$ cat src/rtl/conv_out_buffer.sv
// conv_out_buffer
//   Output stage behind the conv MAC pipeline. Each y[k] accepted on the
//   in_* handshake has optional ReLU applied, is saturated to OUT_WIDTH and
//   is stored in a DEPTH-entry FIFO. The FIFO head drives the m_* master port.
//   The last y of a convolution is flagged on m_last. frame_done pulses for
//   one cycle once that last sample has been taken downstream.
//
// Ports
//   clk, reset        clock (rising edge), synchronous active-high reset
//   in_data/valid     signed accumulator result from the MAC pipeline
//   in_ready          buffer can take in_data this cycle (never looks at in_valid)
//   m_data/valid      signed saturated sample at the FIFO head
//   m_ready           downstream takes m_data
//   m_last            head is the final y of the current convolution
//   frame_done        1-cycle pulse after the last y has been popped
//   fill_level        entries currently held (0..DEPTH)
//   sat_event         1-cycle pulse: the sample written on the previous edge was clipped
module conv_out_buffer #(
  parameter int ACC_WIDTH = 20,
  parameter int OUT_WIDTH = 12,
  parameter int DEPTH     = 4,
  parameter int X_SIZE    = 128,
  parameter int F_SIZE    = 32,
  parameter bit RELU_EN   = 1'b0
) (
  input  logic                        clk,
  input  logic                        reset,
  input  logic signed [ACC_WIDTH-1:0] in_data,
  input  logic                        in_valid,
  output logic                        in_ready,
  output logic signed [OUT_WIDTH-1:0] m_data,
  output logic                        m_valid,
  input  logic                        m_ready,
  output logic                        m_last,
  output logic                        frame_done,
  output logic [$clog2(DEPTH):0]      fill_level,
  output logic                        sat_event
);

  localparam int Y_SIZE = X_SIZE - F_SIZE + 1;
  localparam int AW     = $clog2(DEPTH);
  localparam int CW     = (Y_SIZE > 1) ? $clog2(Y_SIZE) : 1;
  localparam logic [CW-1:0] LAST_IDX = CW'(Y_SIZE - 1);
  localparam logic [AW:0]   FULL_LVL = (AW+1)'(DEPTH);
  // Saturation bounds expressed at accumulator width; min is the bitwise
  // complement of max in two's complement.
  localparam logic signed [ACC_WIDTH-1:0] SAT_MAX = ACC_WIDTH'((2**(OUT_WIDTH-1)) - 1);
  localparam logic signed [ACC_WIDTH-1:0] SAT_MIN = ~SAT_MAX;

  typedef enum logic [1:0] {RUN, DRAIN, DONE} state_t;

  state_t state, state_nxt;

  logic [OUT_WIDTH-1:0] mem [DEPTH];
  logic [AW-1:0]        wr_ptr, rd_ptr;
  logic [CW-1:0]        in_cnt, out_cnt;
  logic                 push, pop, full;

  logic signed [ACC_WIDTH-1:0] relu_v;
  logic [OUT_WIDTH-1:0]        conv_v;
  logic                        clip;

  assign full    = (fill_level == FULL_LVL);
  assign m_valid = (fill_level != '0);
  assign m_data  = $signed(mem[rd_ptr]);
  assign m_last  = m_valid && (out_cnt == LAST_IDX);
  assign push    = in_valid && in_ready;
  assign pop     = m_valid && m_ready;

  // ReLU first, then clip to the output range.
  always_comb begin
    relu_v = (RELU_EN && (in_data < 0)) ? '0 : in_data;
    conv_v = relu_v[OUT_WIDTH-1:0];
    clip   = 1'b0;
    if (relu_v > SAT_MAX) begin
      conv_v = SAT_MAX[OUT_WIDTH-1:0];
      clip   = 1'b1;
    end else if (relu_v < SAT_MIN) begin
      conv_v = SAT_MIN[OUT_WIDTH-1:0];
      clip   = 1'b1;
    end
  end

  // FIFO storage: no reset needed, validity is tracked by fill_level.
  always_ff @(posedge clk) begin
    if (push) mem[wr_ptr] <= conv_v;
  end

  always_ff @(posedge clk) begin
    if (reset) begin
      wr_ptr     <= '0;
      rd_ptr     <= '0;
      fill_level <= '0;
      sat_event  <= 1'b0;
    end else begin
      if (push) wr_ptr <= wr_ptr + 1'b1;
      if (pop)  rd_ptr <= rd_ptr + 1'b1;
      case ({push, pop})
        2'b10:   fill_level <= fill_level + 1'b1;
        2'b01:   fill_level <= fill_level - 1'b1;
        default: fill_level <= fill_level;
      endcase
      sat_event <= push && clip;
    end
  end

  // Per-frame position counters; they saturate at the last index and are
  // cleared in DONE so the next frame starts from zero.
  always_ff @(posedge clk) begin
    if (reset) begin
      in_cnt  <= '0;
      out_cnt <= '0;
    end else if (state == DONE) begin
      in_cnt  <= '0;
      out_cnt <= '0;
    end else begin
      if (push && (in_cnt != LAST_IDX))  in_cnt  <= in_cnt + 1'b1;
      if (pop  && (out_cnt != LAST_IDX)) out_cnt <= out_cnt + 1'b1;
    end
  end

  // FSM: state register
  always_ff @(posedge clk) begin
    if (reset) state <= RUN;
    else       state <= state_nxt;
  end

  // FSM: next state
  always_comb begin
    state_nxt = state;
    case (state)
      RUN:     if (push && (in_cnt == LAST_IDX)) state_nxt = DRAIN;
      DRAIN:   if (pop && m_last)                state_nxt = DONE;
      DONE:    state_nxt = RUN;
      default: state_nxt = RUN;
    endcase
  end

  // FSM: outputs. Full blocks pushes even if a pop happens in the same cycle.
  always_comb begin
    in_ready   = (state == RUN) && !full;
    frame_done = (state == DONE);
  end

endmodule
$ cat config.mk
export PLATFORM = sky130hd
export DESIGN_NAME = conv_out_buffer
export DESIGN_NICKNAME = d
export VERILOG_FILES = /design/src/rtl/conv_out_buffer.sv
export SDC_FILE = /design/constraint.sdc
export NUM_CORES = 1
export LEC_CHECK = 0
export ABC_CLOCK_PERIOD_IN_PS = 3000
export CAP_MARGIN = 0
export CORE_MARGIN = 5
export CORE_UTILIZATION = 54
export CTS_CLUSTER_DIAMETER = 80
export DETAILED_ROUTE_END_ITERATION = 7
export PLACE_DENSITY = 0.85
export SETUP_SLACK_MARGIN = 0.3
export SLEW_MARGIN = 20
export SYNTH_ARGS = -nofsm -noshare
export SYNTH_HDL_FRONTEND = slang
export SYNTH_SLANG_ARGS = --single-unit
$ cat constraint.sdc
create_clock -name clk -period 3 [get_ports clk]
set_input_delay 0.6 -clock clk [delete_from_list [all_inputs] [get_ports clk]]
set_output_delay 0.6 -clock clk [all_outputs]
set_load 0.05 [all_outputs]
==> impl_metrics.json, run 1 <==
{
  "leakagePower_nw": 1.37,
  "drive_gt1_share_pct": 14.3,
  "layout.cells.non_filler": 358,
  "num-fill-cells": 402,
  "worstPathRequired_ns": 2.40,
  "gr-total-overflow": 0,
  "port_buffers": 43,
  "layout_common_cells": "48 x edfxtp_1, 30 x clkdlybuf4s50_1, 26 x dfxtp_1",
  "htreeDepth": 3,
  "relSlewSlack_pct": 60.6,
  "drt_iter0_drc": 100,
  "clk_pin_slew_ns": 0.07,
  "async_flop_share_pct": 0,
  "cts_root_buf": "clkbuf_8",
  "worst_pin_slew_ns": 0.586,
  "p_total_mw": 3.19,
  "post-place-ws_ns": 0.252,
  "rsz0062_at_grt": "no",
  "gp_congestion": 0.765,
  "fin_setup_tns_ns": 0,
  "peakVddDrop_mv": 0.543,
  "status": "finished clean",
  "post-cts-setup-buffer-count": 0,
  "viasPerCell": 5.48,
  "core_area_um2": 5570,
  "setup_viol_count_final": 0,
  "ys.flop_type": "edfxtp_1",
  "cts_buffer_depth": 2,
  "cts_tree": "built",
  "hold_buffers": 0,
  "syn_area_per_cell_um2": 13.8,
  "grt_max_degree": 15,
  "whs_path_depth": 2,
  "die_h_um": 86.1,
  "syn_inst": 227,
  "synth_fp_nets": 261,
  "routed_wl_um": 6110,
  "syn_to_final_growth_pct": 24.4,
  "ys_seq_elements": 74,
  "rr_startpoint": "fill_level[2]",
  "mostFrequentLayoutCell": "edfxtp_1",
  "antenna_found_initial": 0,
  "ys_warn_count": 0,
  "grt_use_total_pct": 18.0,
  "final-hold-violation-count": 0,
  "crit_type": "reg -> out",
  "boundaryPins": 44,
  "end_kind": "output pin",
  "ant_nets": 0,
  "synth_edf_count": 48,
  "drv_cap": 0,
  "finalCritPeriodShare_pct": 85.0,
  "whs_ns": 0.498,
  "num_rows": 27,
  "slew_violations": 0,
  "reg2reg_depth": 9,
  "hpwl_um": 4150,
  "min_period_ns": 2.55,
  "num_vias": 1962,
  "seq_area_frac_synth_pct": 62.8,
  "hp-class": "reg -> reg",
  "initial_core_util_pct": 56.1,
  "insertion_delay_ns": 0.34,
  "grt_pass1_vias": 2113,
  "clock.fmax_ghz": 0.392,
  "place_inst": 342,
  "drc_errors": 0,
  "hold_start": "in_cnt[4]",
  "clock_skew_ns": 0.00397,
  "setup_slack_ns": 0.450,
  "grt_pass1_wl_um": 10100,
  "wl_per_cell_um": 17.1,
  "r2r_setup_slack_ns": 0.69,
  "clock-sinks": 74,
  "synthDistinctLibCells": 38,
  "antenna_cells": 0,
  "worstPathArrival_ns": 1.95,
  "r2r_end": "fill_level[2]",
  "syn_area_um2": 3130,
  "first_pass_iters": 4,
  "crit_fanout": 6,
  "fp.dieW_um": 86.1,
  "cts_buffers": 9,
  "setup.worst_path.start_class": "flip-flop",
  "nets": 315,
  "power_density_nw_per_um2": 820,
  "hold_end": "in_cnt[4]",
  "dieArea_um2": 7410
}
[report_power, final]
part | switching [mW] | internal [mW] | total, mW
Clock | 0.366 | 0.471 | 0.837
Sequential | 0.0770 | 1.21 | 1.29
Combinational | 0.674 | 0.391 | 1.07
[flip-flops by register name (all words and copies together), names as in the netlist, named ones only]
name,flops
wr_ptr,2
in_cnt,7
sat_event,1
state,2
out_cnt,7
mem,48
rd_ptr,2
fill_level,3
[critical path, cell delays in order, from the launching register on]
cell	delay, ns
dfxtp_1	0.43
nor3b_2	0.38
nor3_1	0.08
clkdlybuf4s50_1	0.71
[routing by layer]
layer	part of all wire, %	track usage, %	up-vias
li1	-	-	947
met1	41	20.3	947
met2	50	31.3	56
met3	6.3	5.38	12
met4	2.1	8.49	0
met5	0	0	-
[metrics by stage]
| step | utilization [%] | instance area, µm² |
|---|---|---|
| 2_1_floorplan | - | 3130 |
| 3_3_place_gp | 66.1 | 3690 |
| 3_5_place_dp | 66.1 | 3690 |
| 4_1_cts | 69.8 | 3890 |
| 5_1_grt | 69.8 | 3890 |
| 6_report | 69.8 | 3890 |
[area by class of cell]
type                            instances  area, µm²  share of cell area [%]
Timing Repair Buffer                   51        483                    12.4
Inverter                               14       52.6                    1.35
Clock buffer                           10        128                    3.28
Multi-Input combinational cell        131       1080                    27.9
Clock inverter                          6       90.1                    2.32
Sequential cell                        74       1960                    50.5
Tap cell                               72       90.1                    2.32
[synthesized netlist by cell type, types with 3 or more instances]
| cell | n | area, µm² |
|---|---|---|
| a21oi_1 | 10 | 50.1 |
| and2_1 | 4 | 25.0 |
| clkbuf_1 | 6 | 22.5 |
| dfxtp_1 | 26 | 521 |
| edfxtp_1 | 48 | 1440 |
| ha_1 | 9 | 113 |
| inv_1 | 12 | 45.0 |
| mux4_2 | 12 | 270 |
| nand2_1 | 7 | 26.3 |
| nand3_1 | 6 | 30.0 |
| nand4_1 | 7 | 43.8 |
| nor2_1 | 16 | 60.1 |
| nor2b_1 | 3 | 18.8 |
| nor4_1 | 4 | 25.0 |
| nor4b_1 | 3 | 26.3 |
| o21a_1 | 11 | 82.6 |
| o21ai_0 | 4 | 20.0 |
| or3_1 | 3 | 18.8 |
| xnor2_1 | 5 | 43.8 |
| xor2_1 | 7 | 61.3 |
[worst max-delay path by stage]
stage          cells after the start  slack, ns       endpoint           from
6_report                           3       0.45       in_ready  fill_level[2]
5_1_grt                            3       0.31       in_ready  fill_level[2]
4_1_cts                            4       0.36         m_last     out_cnt[2]
3_5_place_dp                      10       0.25  fill_level[2]       in_valid
3_3_place_gp                      10       0.35  fill_level[2]       in_valid
2_1_floorplan                      9       0.39  fill_level[2]  fill_level[2]
[what timing repair did]
action / CTS / global route
pin swaps: 0 / 0
resized for setup: 14 / 2
setup endpoints to repair: 14 / 1
[kinds of logic (layout without fill, tap and decap cells)]
logic type / count (synthesis) / count (layout) / share of synthesized area, %
compound gates: 32 / 32 / 6.37
xor+xnor: 12 / 12 / 3.36
fa+ha+maj: 10 / 10 / 4.24
buf+inv: 22 / 81 / 2.72
flops: 74 / 74 / 62.8
mux: 14 / 14 / 9.29
simple gates: 63 / 63 / 11.2
(Power assumes the default switching activity.)
==> run 2, diff against run 1 <==
==> constraint.sdc (replaced) <==
create_clock -name clk -period 3 [get_ports clk]
set_input_delay 0.6 -clock clk [delete_from_list [all_inputs] [get_ports clk]]
set_output_delay 0.6 -clock clk [all_outputs]
set_load 0.1 [all_outputs]
==> run 2 against run 1 <==
Against the previous run: sequential cell count unchanged; global-route usage down 0.24 points; maximum frequency up 5.8%; non-clock buffer count unchanged; sequential power about the same; clock power down 3.1%; critical path depth up 1.
==> impl_metrics.json, run 2 (same netlist as run 1, synthesis figures left out) <==
{
  "insertion_delay_ns": 0.33,
  "combPwrFrac_pct": 41.7,
  "nets": 315,
  "drv_cap": 0,
  "grt_pass1_wl_um": 9990,
  "final-hold-violation-count": 0,
  "layout_common_cells": "48 x edfxtp_1, 28 x buf_4, 23 x dfxtp_1, 23 x clkdlybuf4s50_1, 16 x nor2_1",
  "wl_per_cell_um": 16.8,
  "pwr-share-clk_pct": 22.5,
  "htreeDepth": 3,
  "port_buffers": 43,
  "max_stage_delay_ns": 0.44,
  "post_cts_resized": 0,
  "whs_ns": 0.504,
  "min_period_ns": 2.41,
  "fin_setup_tns_ns": 0,
  "regMostFlops": "mem",
  "largest_register_ffs": 48,
  "die_h_um": 86.1,
  "hpwl_um": 4100,
  "slew_violations": 0,
  "setup_viol_count_final": 0,
  "grt_max_degree": 15,
  "worstPathArrival_ns": 1.81,
  "boundaryPins": 44,
  "largestRegisters": "mem (48), in_cnt (7), out_cnt (7)",
  "hold_buffers": 0,
  "p_sw_mw": 1.51,
  "crit_family": "simple AND/OR/NAND/NOR gates",
  "rsz0062_at_grt": "no",
  "hp-class": "reg -> reg",
  "drc_errors": 0,
  "viasPerCell": 5.63,
  "num_vias": 2014,
  "first_pass_iters": 4,
  "initial_core_util_pct": 56.1,
  "finalCritPeriodShare_pct": 80.3,
  "antenna_found_initial": 0,
  "gr-total-overflow": 0,
  "internal_power_mw": 2.09,
  "cts_buffer_depth": 2,
  "syn_to_final_growth_pct": 23.5,
  "cts_tree": "built",
  "clock_skew_ns": 0.00392,
  "crit_type": "reg -> out",
  "cts_buffers": 9,
  "power_density_nw_per_um2": 933,
  "relSlewSlack_pct": 58.1,
  "crit_fanout": 7,
  "gp_congestion": 0.791,
  "clock-sinks": 74,
  "antenna_cells": 0,
  "place_inst": 342,
  "mostFrequentLayoutCell": "edfxtp_1",
  "worst_pin_slew_ns": 0.627,
  "fin_util_pct": 69.3,
  "layout.cells.non_filler": 358,
  "clk_pin_slew_ns": 0.07,
  "worstPathRequired_ns": 2.40,
  "p_seq_share_pct": 35.8,
  "core_area_um2": 5570,
  "cp.buffers_inverters": 1,
  "grt_pass1_vias": 2048,
  "setup.worst_path.start_class": "flip-flop",
  "clock.fmax_ghz": 0.415,
  "multi_input_area_um2": 1100,
  "leakagePower_nw": 1.38,
  "num_rows": 27,
  "dieArea_um2": 7410,
  "drive_gt1_share_pct": 22.7,
  "cp_cell_sequence": "nor4b_1 > nand3_1 > nor2b_4 > buf_4",
  "slowest_stage": "nor4b_1",
  "cts_root_buf": "clkbuf_8",
  "post-cts-setup-buffer-count": 0,
  "drt_iter0_drc": 108,
  "fp.dieW_um": 86.1,
  "routed_wl_um": 6030,
  "end_kind": "output pin",
  "peakVddDrop_mv": 0.668,
  "seq_area_um2": 1970,
  "num-fill-cells": 407,
  "switching_share_pct": 41.9,
  "status": "finished clean",
  "grt_use_total_pct": 17.8,
  "ant_nets": 0
}
-- run 2: area by class of cell --
class | count | area share [%]
Sequential cell | 74 | 50.9
Multi-Input combinational cell | 131 | 28.6
Timing Repair Buffer | 51 | 11.4
Clock buffer | 10 | 3.31
Tap cell | 72 | 2.33
Clock inverter | 6 | 2.11
Inverter | 14 | 1.36
-- run 2: power groups by stage --
stage / clock network, mW / logic (mW) / registers (mW)
after floorplan: 0 / 1.11 / 1.39
after global placement: 0 / 1.48 / 1.31
after detailed placement: 0 / 1.51 / 1.31
after CTS: 0.825 / 1.52 / 1.29
after global routing: 0.871 / 1.58 / 1.31
final: 0.811 / 1.50 / 1.29
-- run 2: worst register-to-register path, delay by kind of cell (launching register included) --
family	cells	cell delay [ns]
flops	1	0.38
compound gates	1	0.15
buf+inv	2	0.18
xor+xnor	1	0.16
simple gates	3	0.81
fa+ha+maj	2	0.56
-- run 2: worst paths after layout --
| check | startpoint | endpoint | slack, ns | depth (start not counted) |
|---|---|---|---|---|
| hold reg to reg | in_cnt[4] | in_cnt[4] | 0.50 | 2 |
| hold / removal | in_cnt[4] | in_cnt[4] | 0.50 | 2 |
| setup / recovery | out_cnt[2] | m_last | 0.59 | 4 |
| setup reg to reg | fill_level[2] | fill_level[2] | 0.68 | 9 |
-- run 2: stage by stage --
stage	instance area, µm²	setup slack, ns	power (mW)
finish	3860	0.590	3.60
floorplan	3150	0.411	2.50
global route	3860	0.400	3.75
detailed placement	3650	0.266	2.82
global placement	3650	0.338	2.79
CTS	3860	0.554	3.63
-- run 2: layer usage --
layer / routed length (µm) / part of all wire, % / global-route usage, % / up-vias
li1: - / - / - / 957
met1: 2470 / 41 / 21.1 / 1002
met2: 3190 / 53 / 30.1 / 51
met3: 347 / 5.8 / 6.15 / 4
met4: 31 / 0.51 / 6.04 / 0
met5: 0 / 0 / 0 / -
